**src/rtl/fifo_wr_arb.sv**
```systemverilog
// fifo_wr_arb: round-robin arbiter that lets NREQ requesters share one FIFO
// write port. Grant, write strobe and write data are combinational, so a
// beat costs no extra latency. gnt_id and beat_cnt report accepted beats.
//
// Build option: define FIFO_ARB_BURST_EN to add a burst lock. After a
// requester wins, it keeps the port for up to BURST_LEN beats, or until it
// drops its request. Without the macro, every accepted beat rotates the
// round-robin pointer.
module fifo_wr_arb #(
  parameter int NREQ      = 4,
  parameter int WIDTH     = 8,
  parameter int BURST_LEN = 4
) (
  input  logic                    clk,
  input  logic                    rst,
  input  logic [NREQ-1:0]         req,
  input  logic [NREQ*WIDTH-1:0]   din,
  output logic [NREQ-1:0]         gnt,
  input  logic                    fifo_full,
  output logic                    fifo_wr,
  output logic [WIDTH-1:0]        fifo_din,
  output logic [$clog2(NREQ)-1:0] gnt_id,
  output logic [15:0]             beat_cnt
);

  localparam int PTR_W = $clog2(NREQ);

  if (NREQ < 2 || NREQ > 8 || BURST_LEN < 1 || BURST_LEN > 16) begin : g_bad_cfg
    $error("fifo_wr_arb: NREQ must be 2..8 and BURST_LEN must be 1..16");
  end

  // Step an index forward by one, wrapping from NREQ-1 back to 0.
  function automatic logic [PTR_W-1:0] inc_wrap(input logic [PTR_W-1:0] v);
    return (v == PTR_W'(NREQ - 1)) ? '0 : v + PTR_W'(1);
  endfunction

  logic [PTR_W-1:0] ptr, ptr_nxt;
  logic [PTR_W-1:0] base;       // index where the round-robin search starts
  logic [PTR_W-1:0] scan_idx;
  logic [PTR_W-1:0] win;
  logic             win_vld;
  logic [PTR_W-1:0] sel;        // index that actually receives the grant
  logic             lock_hold;  // lock owner is still requesting
  logic             beat;

`ifdef FIFO_ARB_BURST_EN
  localparam int CNT_W = 5;

  typedef enum logic {
    IDLE = 1'b0,
    LOCK = 1'b1
  } lock_state_t;

  lock_state_t      state, state_nxt;
  logic [PTR_W-1:0] owner, owner_nxt;
  logic [CNT_W-1:0] burst_cnt, burst_cnt_nxt;

  assign lock_hold = (state == LOCK) && req[owner];
  // When a lock is abandoned, the search resumes right after the old owner.
  assign base      = (state == LOCK) ? inc_wrap(owner) : ptr;
  assign sel       = lock_hold ? owner : win;
`else
  assign lock_hold = 1'b0;
  assign base      = ptr;
  assign sel       = win;
`endif

  // Round-robin search: pick the first active request at or above base, wrapping.
  always_comb begin
    // NOTE: every variable written here gets a default first, so no latch is inferred.
    win      = '0;
    win_vld  = 1'b0;
    scan_idx = base;
    for (int k = 0; k < NREQ; k++) begin
      if (!win_vld && req[scan_idx]) begin
        win     = scan_idx;
        win_vld = 1'b1;
      end
      scan_idx = inc_wrap(scan_idx);
    end
  end

  // Grant is suppressed during reset and while the FIFO is full.
  always_comb begin
    gnt = '0;
    if (!rst && !fifo_full && (lock_hold || win_vld)) begin
      gnt[sel] = 1'b1;
    end
  end

  assign beat    = |gnt;
  assign fifo_wr = beat;

  // Route the granted requester's data to the FIFO. Drive zero when there is no grant.
  always_comb begin
    fifo_din = '0;
    for (int i = 0; i < NREQ; i++) begin
      if (gnt[i]) fifo_din = din[i*WIDTH +: WIDTH];
    end
  end

`ifdef FIFO_ARB_BURST_EN
  // Next-state logic for the pointer and the burst lock. All of it holds while the FIFO is full.
  always_comb begin
    ptr_nxt       = ptr;
    state_nxt     = state;
    owner_nxt     = owner;
    burst_cnt_nxt = burst_cnt;
    if (!fifo_full) begin
      if (lock_hold) begin
        if (burst_cnt + CNT_W'(1) == CNT_W'(BURST_LEN)) begin
          state_nxt     = IDLE;
          burst_cnt_nxt = '0;
          ptr_nxt       = inc_wrap(owner);
        end else begin
          burst_cnt_nxt = burst_cnt + CNT_W'(1);
        end
      end else begin
        // The owner dropped its request: release the lock.
        if (state == LOCK) begin
          state_nxt     = IDLE;
          burst_cnt_nxt = '0;
          ptr_nxt       = inc_wrap(owner);
        end
        if (beat) begin
          if (BURST_LEN > 1) begin
            state_nxt     = LOCK;
            owner_nxt     = win;
            burst_cnt_nxt = CNT_W'(1);
          end else begin
            ptr_nxt = inc_wrap(win);
          end
        end
      end
    end
  end
`else
  // Next-state logic for the pointer: it rotates past the winner of each accepted beat.
  always_comb begin
    ptr_nxt = ptr;
    if (beat) ptr_nxt = inc_wrap(win);
  end
`endif

  // State registers with synchronous reset. Status updates only on accepted beats.
  always_ff @(posedge clk) begin
    // NOTE: sequential state uses non-blocking assignments so every register samples pre-edge values.
    if (rst) begin
      ptr       <= '0;
      gnt_id    <= '0;
      beat_cnt  <= '0;
`ifdef FIFO_ARB_BURST_EN
      state     <= IDLE;
      owner     <= '0;
      burst_cnt <= '0;
`endif
    end else begin
      ptr       <= ptr_nxt;
`ifdef FIFO_ARB_BURST_EN
      state     <= state_nxt;
      owner     <= owner_nxt;
      burst_cnt <= burst_cnt_nxt;
`endif
      if (beat) begin
        gnt_id   <= sel;
        beat_cnt <= beat_cnt + 16'd1;
      end
    end
  end

endmodule

```
**config.mk**
```make
export PLATFORM = sky130hd
export DESIGN_NAME = fifo_wr_arb
export DESIGN_NICKNAME = d
export VERILOG_FILES = /design/src/rtl/fifo_wr_arb.sv
export SDC_FILE = /design/constraint.sdc
export NUM_CORES = 1
export LEC_CHECK = 0
export BUFFER_PORTS_ARGS = -buffer_cell sky130_fd_sc_hd__buf_4
export CORE_ASPECT_RATIO = 2
export CORE_UTILIZATION = 28
export CTS_BUF_LIST = sky130_fd_sc_hd__clkbuf_4 sky130_fd_sc_hd__clkbuf_8
export DETAILED_ROUTE_END_ITERATION = 8
export PLACE_DENSITY = 0.49
export SYNTH_ARGS = -nofsm -noshare
export SYNTH_HDL_FRONTEND = slang
export SYNTH_SLANG_ARGS = --single-unit
```
**constraint.sdc**
```tcl
create_clock -name clk -period 9.3 [get_ports clk]
set_clock_uncertainty 0.2 [all_clocks]
set_input_delay 0.465 -clock clk [delete_from_list [all_inputs] [get_ports clk]]
set_output_delay 0.465 -clock clk [all_outputs]
set_load 0.005 [all_outputs]
```
---- Word-level counts from Yosys, hierarchy flattened ----
Cells that the tools add are included.
Widths: inputs -> output; s select.
storage, ports and cells
  bits in writable memories ............... 0
  register bits ........................... 20
  memories kept ........................... 0
  input bits .............................. 39
  bits in latches ......................... 0
  bits in read-only memories .............. 0
  logic and storage cells ................. 57
operators by class
  equality and inequality tests ........... 4
  reduce and logical (&&, ||, !) cells .... 12
  divide/modulo/power cells ............... 0
  add/subtract/negate cells ............... 5
  magnitude comparators ................... 6
  bitwise operators ....................... 0
  muxes and demuxes ....................... 27
  multiply operators ...................... 0
  shift operators ......................... 0
operators by type and width
  kind                   count
  $mux 8                 4
  $add 16x1->16 const B  1
  $mux 2                 8
  $lt 2x3->1 const B     5
  $mux 1                 9
  $add 2x1->2 const B    4
  $bmux 1 s2             4
  $eq 2x2->1 const B     4
  $logic_and 1x1->1      6
  $logic_not 1->1        5
  $mux 4                 1
  $reduce_or 4->1        1
  $demux 1 s2            1
  $ge 2x1->1 const B     1

---- Logic depth before layout (Yosys ltp) ----
  depth after elaboration ................. 21
  mapped depth ............................ 15

---- Least setup slack after synthesis ----
Ideal clock, no wire load.
  path kind ............................... reg2out
  from .................................... register ptr[0], in the netlist base[0]
  to ...................................... output port fifo_wr
  path slack .............................. 5718 ps
  stages on the path, launching flop included .. 12
  arrival time ............................ 2917 ps
  path buffers ............................ 1
  cell sequence ........................... dfxtp_1 -> ha_1 -> clkbuf_1 -> a211oi_1 -> a22oi_4 -> o32ai_1 -> inv_1 -> ha_1 -> nor2_1 -> nand2_1 -> nand2_1 -> inv_2
between the ends
  word-level cells in the longest chain between the ends .. 18
  elaborated cells between the ends (all ways) .. 39
  those cells by class .................... add/sub (3); order compare (2); eq/ne (3); mux (22); reduce/logical (9)
ends and longest elaborated chain
  element                                                               line  source
  start, declared                                                       37    logic [PTR_W-1:0] ptr, ptr_nxt;
  start signal, assigned                                                158   ptr <= ptr_nxt;
  parallel branches: the longest is 11 deep, another holds $add 2x1->2  n/a
  $mux 2 *                                                              75    if (!win_vld && req[scan_idx]) begin
  named net sel[1]                                                      42    logic [PTR_W-1:0] sel;
  $lt 2x3->1 (implied by the code) or $ge 2x1->1 (tied branches)        87    gnt[sel] = 1'b1;
  $logic_and 1x1->1 (implied by the code)                               87
  $mux 1 (implied by the code)                                          87
  $demux 1 s2 *                                                         87
  $mux 4 *                                                              86    if (!rst && !fifo_full && (lock_hold || win_vld)) begin
  $reduce_or 4->1 *                                                     91    assign beat = |gnt;
  end, declared                                                         20    output logic fifo_wr,
Mark *: on every way through the listed nets, which the timed path passes. The select of a mux whose other input is x is not followed.

---- Worst setup path after layout ----
Same ends and word-level chain as after synthesis.

==> impl_summary.log <==
[metrics] dominant synthesized flop cell: sky130_fd_sc_hd__dfxtp_1
[metrics] Min-Delay Startpoint: gnt_id[0]
[metrics] Worst EP required: 8640 ps
[metrics] total global routing track utilization: 17.39%
[metrics] number of storage elements in the synthesis netlist: 20
[metrics] end point of the critical path: fifo_wr
[metrics] start point of the critical path: base[0]
[metrics] count of synthesis-stage warnings from yosys: 0
[metrics] final layout net count: 304
[metrics] endpoints failing hold: 0
[metrics] fillers: 566
[metrics] sequential cell area fraction in the yosys report: 26.14%
[metrics] hold buffer count at cts: 0
[metrics] overall via count from detail_route: 1662
[metrics] Slew @ Worst Pin: 623.9 ps
[metrics] DRT Wirelength: 4861 um
[metrics] number of buffers inserted to repair setup after CTS: 0
[metrics] final critical path time including I/O delays and setup: 4809 ps
[metrics] destination of the worst register-to-register timing path: base[0]
[metrics] MaxCap Viol Count: 0
[metrics] number of placed instances with taps included: 312
[metrics] unrepaired setup endpoints after global routing: no
[metrics] total nets after synthesis: 239
[metrics] global-route wire length before repair: 7445 um
[metrics] summed area of non-filler cells in the final layout: 2130 um^2
[metrics] share of the cycle needed by the critical path after routing: 51.71%
[metrics] clock slew at the register clock pins of the worst setup and hold paths: 80 ps
[metrics] post-synthesis async set-or-reset flop share: 0%
[metrics] Initial DRC Count: 31
[metrics] worst reg2reg startpoint: base[0]
[metrics] result of the run: complete, no violations
[metrics] Logic pwr share: 62.6%
[metrics] count of final setup violators: 0
[metrics] largest net degree at the start of global routing: 22
[metrics] internal power: 246.0 uW
[metrics] total number of cells along the worst setup path: 11
[metrics] worst setup path category: reg2out
[metrics] Num Clock Sinks: 20
[metrics] starting utilization of the core area: 29.54%
[metrics] placer's final routability congestion estimate: 0.7760
[metrics] via count normalized by instance count: 5.259
[metrics] Vert. Die Dim: 106.6 um
[metrics] CTS H-Tree Depth: 1
[metrics] setup slack, reg-to-reg: 5040 ps
[metrics] top routing layer in use: met4
[metrics] Slew Limit Headroom: 58.25%
[metrics] Gate Count Post-Synth: 194
[metrics] number of global-route vias before repair: 1582
[metrics] dpl hpwl: 3866 um
[metrics] fraction of post-synthesis cell area in the top cell type by area: 26.14%
[metrics] cell at the slowest stage of the critical path: sky130_fd_sc_hd__o32ai_1
[metrics] biggest area consumer among synthesized cells: sky130_fd_sc_hd__dfxtp_1
[metrics] Core Rows: 37
[metrics] Clk Latency, worst-skew pair: 260 ps
[metrics] Psw: 205.9 uW
[metrics] width of the die: 54.30 um
[metrics] CTS tree: built
[metrics] VDD IR max: 0.0001506 V
[metrics] CP Buf/Inv Count: 3
[metrics] global-route congestion overflow total: 0
[metrics] kind of cell adding the most delay to the critical path: simple AND/OR/NAND/NOR gates
[metrics] post-synthesis instance area: 1531 um^2
[metrics] length of the first detailed-routing pass in iterations: 4
[metrics] met2 WL post-DR: 2802 um
[metrics] fraction of final layout cells with drive strength greater than 1: 31.78%
[metrics] non-filler cells, final: 316
[metrics] leading cell types by count after synthesis: sky130_fd_sc_hd__dfxtp_1, sky130_fd_sc_hd__nor2_1, sky130_fd_sc_hd__nand2_1
[metrics] type of the most critical hold path: reg2reg
[metrics] biggest area contributors in the synthesized netlist: sky130_fd_sc_hd__dfxtp_1, sky130_fd_sc_hd__ha_1, sky130_fd_sc_hd__nor2_1
[metrics] antenna fix cells: 0
[metrics] count of final max-slew check failures: 0
[metrics] initial antenna violation count: 0
[metrics] routed wl met3: 159 um
[metrics] area enclosed by the die boundary: 5787 um^2
[metrics] category of the worst setup path capture point: output port
[metrics] Total Power Consumption: 451.9 uW
[metrics] kind of launch point of the worst setup path: flop
[metrics] clock network fraction of total power: 14.6%
[metrics] average wire per standard cell: 15.38 um
[metrics] placed standard-cell area: 2074 um^2
[metrics] post-cts repair resize count: 0
[metrics] count of port buffers added during placement: 69
[metrics] setup_tns: 0 ps
[metrics] CP max stage delay: 540 ps
[metrics] Post-synth EDFFs: 0
[metrics] I/O pin count: 70
[metrics] Routed met1 length: 1734 um
[metrics] number of remaining DRC errors: 0
[metrics] Unique masters post-synth: 48
[metrics] placeable core region: 5185 um^2
[metrics] Leak: 0.8805 nW
[metrics] areal power density over the cells: 212.2 nW/um^2
[metrics] number of CTS-inserted buffers: 3
[metrics] data arrival at the endpoint of the critical path: 4140 ps
[metrics] length in cells of the worst reg-to-reg path: 12
[metrics] most numerous cell in the Yosys netlist: sky130_fd_sc_hd__dfxtp_1
[metrics] sequential share of power: 22.8%
[metrics] net switching fraction of the power: 45.56%
[metrics] relative area change from synthesis to final layout: 39.05%
[metrics] post-synthesis area per instance: 7.894 um^2
[metrics] critical path, cell by cell: ha_1 -> mux2i_1 -> a22oi_4 -> o32ai_1 -> inv_1 -> ha_1 -> nor2_1 -> nand2_1 -> nand2_1 -> inv_2 -> buf_4
[metrics] antenna violation net count after detailed routing: 0
[metrics] Hold WS: 267.2 ps
[metrics] clock root buffer: sky130_fd_sc_hd__clkbuf_8
[metrics] deepest clock path buffer count: 2
[metrics] Max Freq: 208.0 MHz
[metrics] CP Max Fanout: 12
==> kinds of logic after synthesis <==
| family | share of synthesized area, % |
|---|---|
| and+or+nand+nor | 27.61 |
| DFF | 26.14 |
| adders and majority gates | 4.902 |
| AOI/OAI and AO/OA | 27.45 |
| muxes | 4.820 |
| xor gates and xnor gates | 4.003 |
| buffers and inverters | 5.064 |
==> worst reg2reg max path: stages, from the launching register on <==
cell,delay (ps)
sky130_fd_sc_hd__dfxtp_1,420
sky130_fd_sc_hd__ha_1,530
sky130_fd_sc_hd__mux2i_1,470
sky130_fd_sc_hd__a22oi_4,160
sky130_fd_sc_hd__o32ai_1,540
sky130_fd_sc_hd__inv_1,150
sky130_fd_sc_hd__ha_1,260
sky130_fd_sc_hd__nor2_1,510
sky130_fd_sc_hd__nand2_1,320
sky130_fd_sc_hd__nand2_1,270
sky130_fd_sc_hd__inv_2,110
sky130_fd_sc_hd__nand2_1,90
sky130_fd_sc_hd__nor3b_1,160
==> sequential cells by signal, indices dropped and copies added, names as in the netlist <==
signal / cells
beat_cnt: 16
base: 2
gnt_id: 2
==> power groups by stage <==
stage          Clock, mW  Combinational [mW]  Sequential, mW
2_1_floorplan          0               0.196           0.102
3_3_place_gp           0               0.286           0.105
3_5_place_dp           0               0.285           0.106
4_1_cts           0.0680               0.286           0.104
5_1_grt           0.0719               0.310           0.105
6_report          0.0660               0.283           0.103
==> placed cells by master, fill, tap and decap left out, types with 2 or more instances in the layout <==
cell type                  instances
sky130_fd_sc_hd__nand3_1           4
sky130_fd_sc_hd__nor2b_1           2
sky130_fd_sc_hd__or4_1             2
sky130_fd_sc_hd__inv_1             4
sky130_fd_sc_hd__or3_1             5
sky130_fd_sc_hd__a211oi_1          9
sky130_fd_sc_hd__dfxtp_1          20
sky130_fd_sc_hd__o22ai_1           8
sky130_fd_sc_hd__ha_1              6
sky130_fd_sc_hd__o31ai_1           4
sky130_fd_sc_hd__buf_4            70
sky130_fd_sc_hd__a21oi_1          10
sky130_fd_sc_hd__a22oi_1           8
sky130_fd_sc_hd__xnor2_1           5
sky130_fd_sc_hd__clkbuf_8          4
sky130_fd_sc_hd__nand4_1           3
sky130_fd_sc_hd__nor4_1            2
sky130_fd_sc_hd__o21ai_0          12
sky130_fd_sc_hd__nand2b_1          4
sky130_fd_sc_hd__a31oi_1           2
sky130_fd_sc_hd__nor2_1           19
sky130_fd_sc_hd__nand3b_1          2
sky130_fd_sc_hd__o211ai_1          2
sky130_fd_sc_hd__nor3_1            4
sky130_fd_sc_hd__and2_1            4
sky130_fd_sc_hd__xor2_1            2
sky130_fd_sc_hd__nor3b_1           2
sky130_fd_sc_hd__mux2i_1           4
sky130_fd_sc_hd__nand2_1          18
==> through the flow <==
stage,setup WS [ps],util (%)
2_1_floorplan,5718,-
3_3_place_gp,4914,40.01
3_5_place_dp,4774,40.01
4_1_cts,4478,41.07
5_1_grt,4127,41.07
6_report,4491,41.07
==> final cells by class <==
cell class	count	area, um^2	share of cell area (%)
clock buffers	4	55.05	2.585
inverters	6	22.52	1.058
multi-input cells	158	1054	49.47
flip-flops and latches	20	400.4	18.80
well taps	58	72.57	3.408
repair buffers	70	525.5	24.68
==> worst min path at each step <==
stage	endpoint	slack, ps	cells after the start
finish	gnt_id[0]	270	2
global route	gnt_id[0]	310	2
CTS	gnt_id[0]	280	2
detailed placement	gnt_id[0]	260	2
global placement	gnt_id[0]	280	2
floorplan	gnt_id[0]	250	2
==> routing by layer <==
| metal | global-route usage, % | vias to the layer above |
|---|---|---|
| met5 | 0 | - |
| met4 | 9.158 | 0 |
| met3 | 0.9929 | 12 |
| met2 | 33.01 | 42 |
| met1 | 17.13 | 755 |
| li1 | - | 853 |
Power figures use the tool's default switching activity.
